File: src/rtl/p_div.sv
// p_div: iterative packed unsigned divider, one quotient bit per cycle in every lane.
// Lane width is picked per operation by the one-hot pw (32/16/8/4/2). All lane widths
// compute their next step in parallel; the selected width's result is latched.

// One restoring-division step for a single lane of width W.
module p_div_lane #(
    parameter int W = 8
) (
    input  logic [W-1:0] src,    // dividend bits still to shift out
    input  logic [W-1:0] racc,   // partial remainder
    input  logic [W-1:0] d,      // divisor
    output logic [W-1:0] quo_n,
    output logic [W-1:0] rmd_n
);
    logic [W:0]   s;
    logic [W+1:0] t;
    logic         unused_hi;

    // Trial subtract at W+1 bits so 2*rmd+bit never overflows before the compare.
    always_comb begin
        s         = {racc, src[W-1]};
        t         = {1'b0, s} - {2'b00, d};
        quo_n     = {src[W-2:0], ~t[W+1]};
        rmd_n     = t[W+1] ? s[W-1:0] : t[W-1:0];
        unused_hi = t[W] ^ s[W];
    end
endmodule

module p_div (
    input  logic        clock,
    input  logic        resetn,
    input  logic        valid,
    output logic        ready,
    input  logic        div,
    input  logic        rem,
    input  logic [4:0]  pw,
    input  logic [31:0] crs1,
    input  logic [31:0] crs2,
    output logic [31:0] result
);
    logic [5:0]       count_q, count_d;
    logic [31:0]      quo_q, quo_d;
    logic [31:0]      rmd_q, rmd_d;
    logic [5:0]       w;
    logic [2:0]       sel;
    logic             first;
    logic             step;
    logic [31:0]      src, racc;
    logic [4:0][31:0] nq, nr;
    logic             unused_div;

    // Lane width decode; priority keeps a multi-hot pw bounded to 32 steps.
    always_comb begin
        w   = 6'd0;
        sel = 3'd0;
        if      (pw[0]) begin w = 6'd32; sel = 3'd0; end
        else if (pw[1]) begin w = 6'd16; sel = 3'd1; end
        else if (pw[2]) begin w = 6'd8;  sel = 3'd2; end
        else if (pw[3]) begin w = 6'd4;  sel = 3'd3; end
        else if (pw[4]) begin w = 6'd2;  sel = 3'd4; end
    end

    assign first = (count_q == 6'd0);
    assign src   = first ? crs1 : quo_q;
    assign racc  = first ? 32'd0 : rmd_q;

    // One array of lane steppers per supported lane width.
    for (genvar g = 0; g < 5; g++) begin : g_width
        localparam int W = 32 >> g;
        for (genvar l = 0; l < 32 / W; l++) begin : g_lane
            p_div_lane #(.W(W)) u_lane (
                .src   (src[l*W +: W]),
                .racc  (racc[l*W +: W]),
                .d     (crs2[l*W +: W]),
                .quo_n (nq[g][l*W +: W]),
                .rmd_n (nr[g][l*W +: W])
            );
        end
    end

    assign step  = valid && (count_q < w);
    assign ready = resetn && valid && (count_q == w);

    // Sequencing: step while count<W, restart after ready, drop partial state on abort.
    always_comb begin
        count_d = count_q;
        quo_d   = quo_q;
        rmd_d   = rmd_q;
        if (!valid || ready) begin
            count_d = 6'd0;
        end else if (step) begin
            count_d = count_q + 6'd1;
            quo_d   = nq[sel];
            rmd_d   = nr[sel];
        end
    end

    // State registers with synchronous active-low reset.
    always_ff @(posedge clock) begin
        if (!resetn) begin
            count_q <= 6'd0;
            quo_q   <= 32'd0;
            rmd_q   <= 32'd0;
        end else begin
            count_q <= count_d;
            quo_q   <= quo_d;
            rmd_q   <= rmd_d;
        end
    end

    // div is implied by !rem; only rem steers the output mux.
    assign unused_div = div;
    assign result     = (w == 6'd0) ? 32'd0 : (rem ? rmd_q : quo_q);
endmodule

File: config.mk
export PLATFORM = sky130hd
export DESIGN_NAME = p_div
export DESIGN_NICKNAME = d
export VERILOG_FILES = /design/src/rtl/p_div.sv
export SDC_FILE = /design/constraint.sdc
export NUM_CORES = 1
export LEC_CHECK = 0
export ABC_CLOCK_PERIOD_IN_PS = 5050
export CORE_ASPECT_RATIO = 0.5
export CORE_MARGIN = 2
export CORE_UTILIZATION = 30
export DETAILED_ROUTE_END_ITERATION = 6
export PLACE_DENSITY = 0.5
export SETUP_SLACK_MARGIN = 0.4
export SYNTH_ARGS = -nofsm -noshare
export SYNTH_HDL_FRONTEND = slang
export SYNTH_HIERARCHICAL = 1
export SYNTH_SLANG_ARGS = --single-unit
File: constraint.sdc
create_clock -name clock -period 5.05 [get_ports clock]
set_input_delay 1.01 -clock clock [delete_from_list [all_inputs] [get_ports clock]]
set_output_delay 1.01 -clock clock [all_outputs]
set_load 0.02 [all_outputs]
==> out/metrics.cfg, run 1 <==
[critical_path]
path_class = flop to flop
worstReg2RegEnd = rmd_q[30]
r2r_cells = 18
path_common_cell = buf_4
crit_path_start_kind = flop
worst_path_largest_cell_delay_ns = 0.41
cp_max_fo = 15
r2r_start = count_q[0]
r2r_slack_ns = 0.68
endpoint_kind = flop
crit_family = compound AO/OA/AOI/OAI gates
path_buf_inv = 5
crit_slowest_cell = dfxtp_1
crit_chain = inv_1 -> ha_1 -> and2_4 -> buf_4 -> buf_4 -> nor2_2 -> ha_1 -> nor2b_1 -> o2111a_1 -> o21ai_2 -> a311oi_2 -> nor3_4 -> buf_4 -> buf_4 -> nor2_1 -> a221oi_2 -> a211oi_1 -> o32ai_1
cp.required_ns = 5.31
arrival_ns = 4.63

[power]
power.share.clock = 0.307
switching_share = 0.392
share_comb_of_total_power = 0.447
vdd_drop_max_v = 0.000151
p_leak_nw = 8.73
internal_power_mw = 1.50
power_frac_seq = 0.247
p_switching_mw = 0.966
power_density_mw_per_mm2 = 134

[synth]
ys_seq_area_frac = 0.0830
syn_inst = 2261
syn_nets = 2517
synth_edf_count = 0
netlist_area_mm2 = 0.0169
ys_seq_elements = 70
netlist_top_cells_area = ha_1 (12%), dfxtp_1 (8.3%), inv_1 (6.3%)
yosysTopAreaCell = ha_1
async_reset_ff_frac = 0
ys_types = 91
synth_area_per_cell_um2 = 7.47
synth_top_flop_cell = dfxtp_1
yosysWarnings = 6
synth_top_area_share = 0.124

[route]
wire_per_inst_um = 19.0
drtAntennaViolNets = 0
num_vias = 16000
viasPerCell = 5.37
drcViolationCount = 0
drt-initial-drc-count = 1107
drtPass1Iterations = 5
wl_um = 56600

[clock_tree]
postCtsHoldBufs = 0
root_buffer = clkbuf_16
cts_buffers = 9
clockBufferDepth = 2
cts_tree = yes
clk_latency_ns = 0.36
htreeDepth = 3
clock-sinks = 70
clkSlewWorstSetupHoldPaths_ns = 0.07

[global_route]
grt_pass1_wl_um = 88400
grt_pass1_vias = 15500
grt_util_all_layers = 0.189
antenna_found_initial = 1
grt_max_degree = 66
grt_overflow = 0

[placed_design]
place_area_mm2 = 0.0181
dp_cells = 2967
hpwl_um = 41100
gp_congestion = 0.861
dp_worst_setup_slack_ns = 0.241
port_buffers = 105

[worst_hold_path]
hold_path_end = quo_q[29]
hold_depth = 2
min_path_type = flop to flop
hold_start = quo_q[29]

[cells_and_area]
multiInputGateArea_mm2 = 0.0130
num-fill-cells = 6087
layout_common_cells = inv_1 (282), nor2_1 (205), ha_1 (167)
final_net_count = 2481
area_delta_synth_final_pct = 9.40
layout.cells.non_filler = 2988
final_area_mm2 = 0.0185
drive_gt1_frac = 0.135
final_common_cell = inv_1
seqCellArea_mm2 = 0.00140

[sta]
setup_viol = 0
drv_slew = 0
fin_skew_ns = 0.0160
setup-tns-final_ns = 0
worstMarginPinSlew_ns = 0.961
rsz0062_at_grt = true
fin_ws_ns = 0.682
slew_headroom = 0.359
max_freq_mhz = 229
whs_ns = 0.480
hold_violations = 0
fin_crit_sh = 0.865
period_needed_ns = 4.37

[floorplanning]
fp.dieArea_mm2 = 0.0583
die_x_um = 339
num_rows = 61
core_mm2 = 0.0556
die_height_um = 172
ios = 107
initial_core_util = 0.304

[flow_run]
maxCapViolCount = 0

[status]
status = finished clean

==> cell families (layout without fill, tap and decap cells) <==
logic type	count (synthesis)	in the layout	synth area share
AOI/OAI and AO/OA	625	625	0.272
xor gates and xnor gates	58	58	0.0301
adders and majority gates	182	182	0.142
buffers and inverters	527	495	0.153
DFF	70	70	0.0830
muxes	139	139	0.0953
other	0	2	0
and+or+nand+nor	660	661	0.225
==> area by class of cell <==
cell class              instances  share of cell area
well taps                     756              0.0512
inverters                     285              0.0579
clock inverters                 5             0.00440
diodes                          2            0.000271
flip-flops and latches         70              0.0759
repair buffers                194              0.0936
clock buffers                  11              0.0131
multi-input cells            1665               0.703
==> Yosys cell counts, drive strengths merged, types with 25 or more instances <==
master	n
clkbuf	44
nand2	112
ha	167
inv	285
dfxtp	70
a21oi	79
and3	73
xnor2	25
nor3	77
a211oi	81
nor2b	43
mux2i	73
o21a	28
xor2	33
o22ai	67
o21ai	115
a21o	33
nor2	227
a2bb2oi	64
mux2	66
nand2b	28
o32ai	64
buf	198
==> worst max path at each step <==
stage | from | endpoint | slack (ns) | depth (start not counted)
CTS | count_q[0] | rmd_q[30] | 0.51 | 18
global route | count_q[0] | rmd_q[30] | 0.38 | 18
detailed placement | crs1[31] | rmd_q[26] | 0.24 | 16
floorplan | count_q[0] | rmd_q[1] | 1.01 | 18
global placement | crs1[31] | rmd_q[26] | 0.23 | 16
finish | count_q[0] | rmd_q[30] | 0.68 | 18
==> power groups by stage <==
| stage | clock network [mW] | logic (mW) | registers (mW) |
|---|---|---|---|
| floorplan | 0 | 0.840 | 0.612 |
| global placement | 0 | 1.08 | 0.620 |
| detailed placement | 0 | 1.09 | 0.621 |
| CTS | 0.772 | 1.09 | 0.608 |
| global route | 0.794 | 1.21 | 0.612 |
| finish | 0.756 | 1.10 | 0.608 |
==> layer usage <==
layer,wire length (µm),global-route usage
met5,0,0
met4,876,0.0462
met3,2170,0.0145
met2,26200,0.321
met1,27400,0.260
==> repair_timing <==
action,4_1_cts,5_1_grt
endpoints found under the setup margin,0,19
gates resized for setup,0,11
buffers inserted,0,2
==> through the flow <==
step	utilization	total power [mW]
floorplan	-	1.45
CTS	0.331	2.47
global placement	0.325	1.70
detailed placement	0.325	1.71
finish	0.332	2.47
global route	0.332	2.62
==> registers in the layout (all words and copies together), names as in the netlist <==
signal / count
count_q: 6
rmd_q: 32
quo_q: 32
==> worst reg2reg max path, stage by stage (launching register included) <==
cell	delay [ns]
dfxtp_1	0.41
inv_1	0.11
ha_1	0.31
and2_4	0.27
buf_4	0.20
buf_4	0.18
nor2_2	0.28
ha_1	0.28
nor2b_1	0.14
o2111a_1	0.26
o21ai_2	0.26
a311oi_2	0.16
nor3_4	0.18
buf_4	0.25
buf_4	0.23
nor2_1	0.07
a221oi_2	0.28
a211oi_1	0.11
o32ai_1	0.29
Power figures use the tool's default switching activity.
==> run 2: changes to the inputs <==
--- a/config.mk
+++ b/config.mk
@@ -11,7 +11,6 @@
 export CORE_UTILIZATION = 30
 export DETAILED_ROUTE_END_ITERATION = 6
 export PLACE_DENSITY = 0.5
-export SETUP_SLACK_MARGIN = 0.4
 export SYNTH_ARGS = -nofsm -noshare
 export SYNTH_HDL_FRONTEND = slang
 export SYNTH_HIERARCHICAL = 1
==> constraint.sdc (replaced) <==
create_clock -name clock -period 5.05 [get_ports clock]
set_input_delay 1.01 -clock clock [delete_from_list [all_inputs] [get_ports clock]]
set_output_delay 1.01 -clock clock [all_outputs]
set_load 0.01 [all_outputs]
==> run 2 against run 1 <==
Compared with the run above: largest power group unchanged; critical endpoint unchanged; global-route usage rose by 0.070 points; die area did not move; register-to-register slack got worse by 0.18 ns; sequential cell count did not move; critical path type unchanged.
==> out/metrics.cfg, run 2 (synthesis results as in run 1) <==
[floorplanning]
fp.dieArea_mm2 = 0.0583  ; unchanged
ios = 107  ; unchanged
initial_core_util = 0.304  ; unchanged
die_height_um = 172  ; unchanged
die_x_um = 339  ; unchanged
core_mm2 = 0.0556  ; unchanged
num_rows = 61  ; unchanged

[cells_and_area]
num-fill-cells = 6076  ; was 6087
largestRegisters = quo_q: 32 flops, rmd_q: 32 flops, count_q: 6 flops  ; unchanged
drive_gt1_frac = 0.131  ; was 0.135
layout_common_cells = inv_1 (282), nor2_1 (207), ha_1 (167)  ; was inv_1 (282), nor2_1 (205), ha_1 (167)
final_net_count = 2478  ; was 2481
final_area_mm2 = 0.0184  ; was 0.0185 mm²
final_common_cell = inv_1  ; unchanged
final_util = 0.331  ; was 0.332
area_delta_synth_final_pct = 8.82  ; was 9.40%

[placed_design]
place_area_mm2 = 0.0181  ; about the same
hpwl_um = 40900  ; was 41100 µm
port_buffers = 105  ; unchanged
gp_congestion = 0.841  ; was 0.861

[critical_path]
r2r_slack_ns = 0.50  ; was 0.68 ns
r2r_start = count_q[0]  ; unchanged
endpoint_kind = flop  ; unchanged
path_class = flop to flop  ; unchanged
arrival_ns = 4.81  ; was 4.63 ns
cp.required_ns = 5.31  ; about the same
r2r_cells = 18  ; unchanged
critPathLaunch = count_q[0]  ; unchanged
critPathCapture = rmd_q[30]  ; unchanged
worstReg2RegEnd = rmd_q[30]  ; unchanged
cp_max_fo = 30  ; was 15
crit_path_start_kind = flop  ; unchanged

[power]
vdd_drop_max_v = 0.000158  ; was 0.000151 V
finalPower_mw = 2.36  ; was 2.47 mW
internal_power_mw = 1.41  ; was 1.50 mW
p_leak_nw = 8.70  ; was 8.73 nW
power_density_mw_per_mm2 = 128  ; was 134 mW/mm²
share_comb_of_total_power = 0.461  ; was 0.447
switching_share = 0.400  ; was 0.392
power.share.clock = 0.281  ; was 0.307
power_frac_seq = 0.258  ; was 0.247
p_switching_mw = 0.942  ; was 0.966 mW

[sta]
worstMarginPinSlew_ns = 0.960  ; was 0.961 ns
setup-tns-final_ns = 0  ; unchanged
fin_crit_sh = 0.901  ; was 0.865
drv_slew = 0  ; unchanged
rsz0062_at_grt = false  ; was true
max_freq_mhz = 220  ; was 229 MHz
period_needed_ns = 4.55  ; was 4.37 ns
slew_headroom = 0.360  ; was 0.359
setup_viol = 0  ; unchanged
fin_skew_ns = 0.0115  ; was 0.0160 ns
hold_violations = 0  ; unchanged

[route]
drtPass1Iterations = 7  ; was 5
num_vias = 15900  ; was 16.0k
drcViolationCount = 0  ; unchanged
viasPerCell = 5.33  ; was 5.37
wl_um = 56200  ; was 56600 µm
drtAntennaViolNets = 0  ; unchanged
drt-initial-drc-count = 1036  ; was 1107
wire_per_inst_um = 18.8  ; was 19.0 µm

[clock_tree]
clkSlewWorstSetupHoldPaths_ns = 0.07  ; about the same
cts_buffers = 9  ; unchanged
clock-sinks = 70  ; unchanged
cts_resized = 0  ; unchanged
htreeDepth = 3  ; unchanged
root_buffer = clkbuf_16  ; unchanged
clockBufferDepth = 2  ; unchanged
post_cts_buffers = 0  ; unchanged
clk_latency_ns = 0.36  ; about the same
postCtsHoldBufs = 0  ; unchanged
cts_tree = yes  ; unchanged

[global_route]
antenna_found_initial = 0  ; was 1
grt_overflow = 0  ; unchanged
grt_pass1_vias = 15500  ; about the same
grt_max_degree = 66  ; unchanged
grt_util_all_layers = 0.190  ; was 0.189
grt_pass1_wl_um = 88900  ; was 88400 µm

[flow_run]
maxCapViolCount = 0  ; unchanged

[status]
status = finished clean  ; unchanged

[worst_hold_path]
min_path_type = flop to flop  ; unchanged

run 2: area by class of cell:
class	instances	area, µm²	area share
multi-input combinational	1664	12900	0.704
sequential	70	1400	0.0763
clock buffer	11	253	0.0138
tap	756	946	0.0515
clock inverter	5	32.5	0.00177
antenna	1	2.50	0.000136
timing repair buffer	192	1730	0.0940
inverter	285	1070	0.0582
run 2: worst max-delay path, stage by stage, from the launching register on:
cell,delay [ns]
dfxtp_1,0.42
inv_1,0.11
ha_1,0.20
and2_4,0.25
buf_4,0.23
buf_4,0.17
nor2_1,0.42
ha_1,0.32
nor2b_1,0.14
o2111a_1,0.25
o21ai_1,0.36
a311oi_2,0.19
nor3_4,0.19
buf_4,0.25
buf_4,0.23
nor2_1,0.07
a221oi_2,0.27
a211oi_1,0.11
o32ai_1,0.28
run 2: worst min path at each step:
stage	depth (start not counted)	start	end	slack [ns]
3_5_place_dp	2	quo_q[15]	quo_q[15]	0.46
5_1_grt	2	quo_q[27]	quo_q[27]	0.50
4_1_cts	2	quo_q[15]	quo_q[15]	0.47
2_1_floorplan	2	quo_q[0]	quo_q[0]	0.45
3_3_place_gp	2	quo_q[27]	quo_q[27]	0.47
6_report	2	quo_q[13]	quo_q[13]	0.47
run 2: metal layers:
metal  GRT usage  share of wire
met1       0.261           0.49
met2       0.325           0.47
met3      0.0159          0.031
met4      0.0391          0.013
met5           0              0
run 2: power by group through the flow:
stage / combinational [mW] / sequential (mW) / clock [mW]
detailed placement: 1.08 / 0.620 / 0
global route: 1.19 / 0.612 / 0.690
finish: 1.09 / 0.608 / 0.661
CTS: 1.08 / 0.608 / 0.675
global placement: 1.07 / 0.620 / 0
floorplan: 0.825 / 0.612 / 0
run 2: metrics by stage:
| stage | setup slack, ns | hold WS, ns | instances |
|---|---|---|---|
| floorplan | 1.01 | 0.449 | 2261 |
| global placement | 0.271 | 0.466 | 2967 |
| detailed placement | 0.271 | 0.464 | 2967 |
| CTS | 0.520 | 0.472 | 2983 |
| global route | 0.114 | 0.496 | 2983 |
| finish | 0.501 | 0.474 | 2984 |
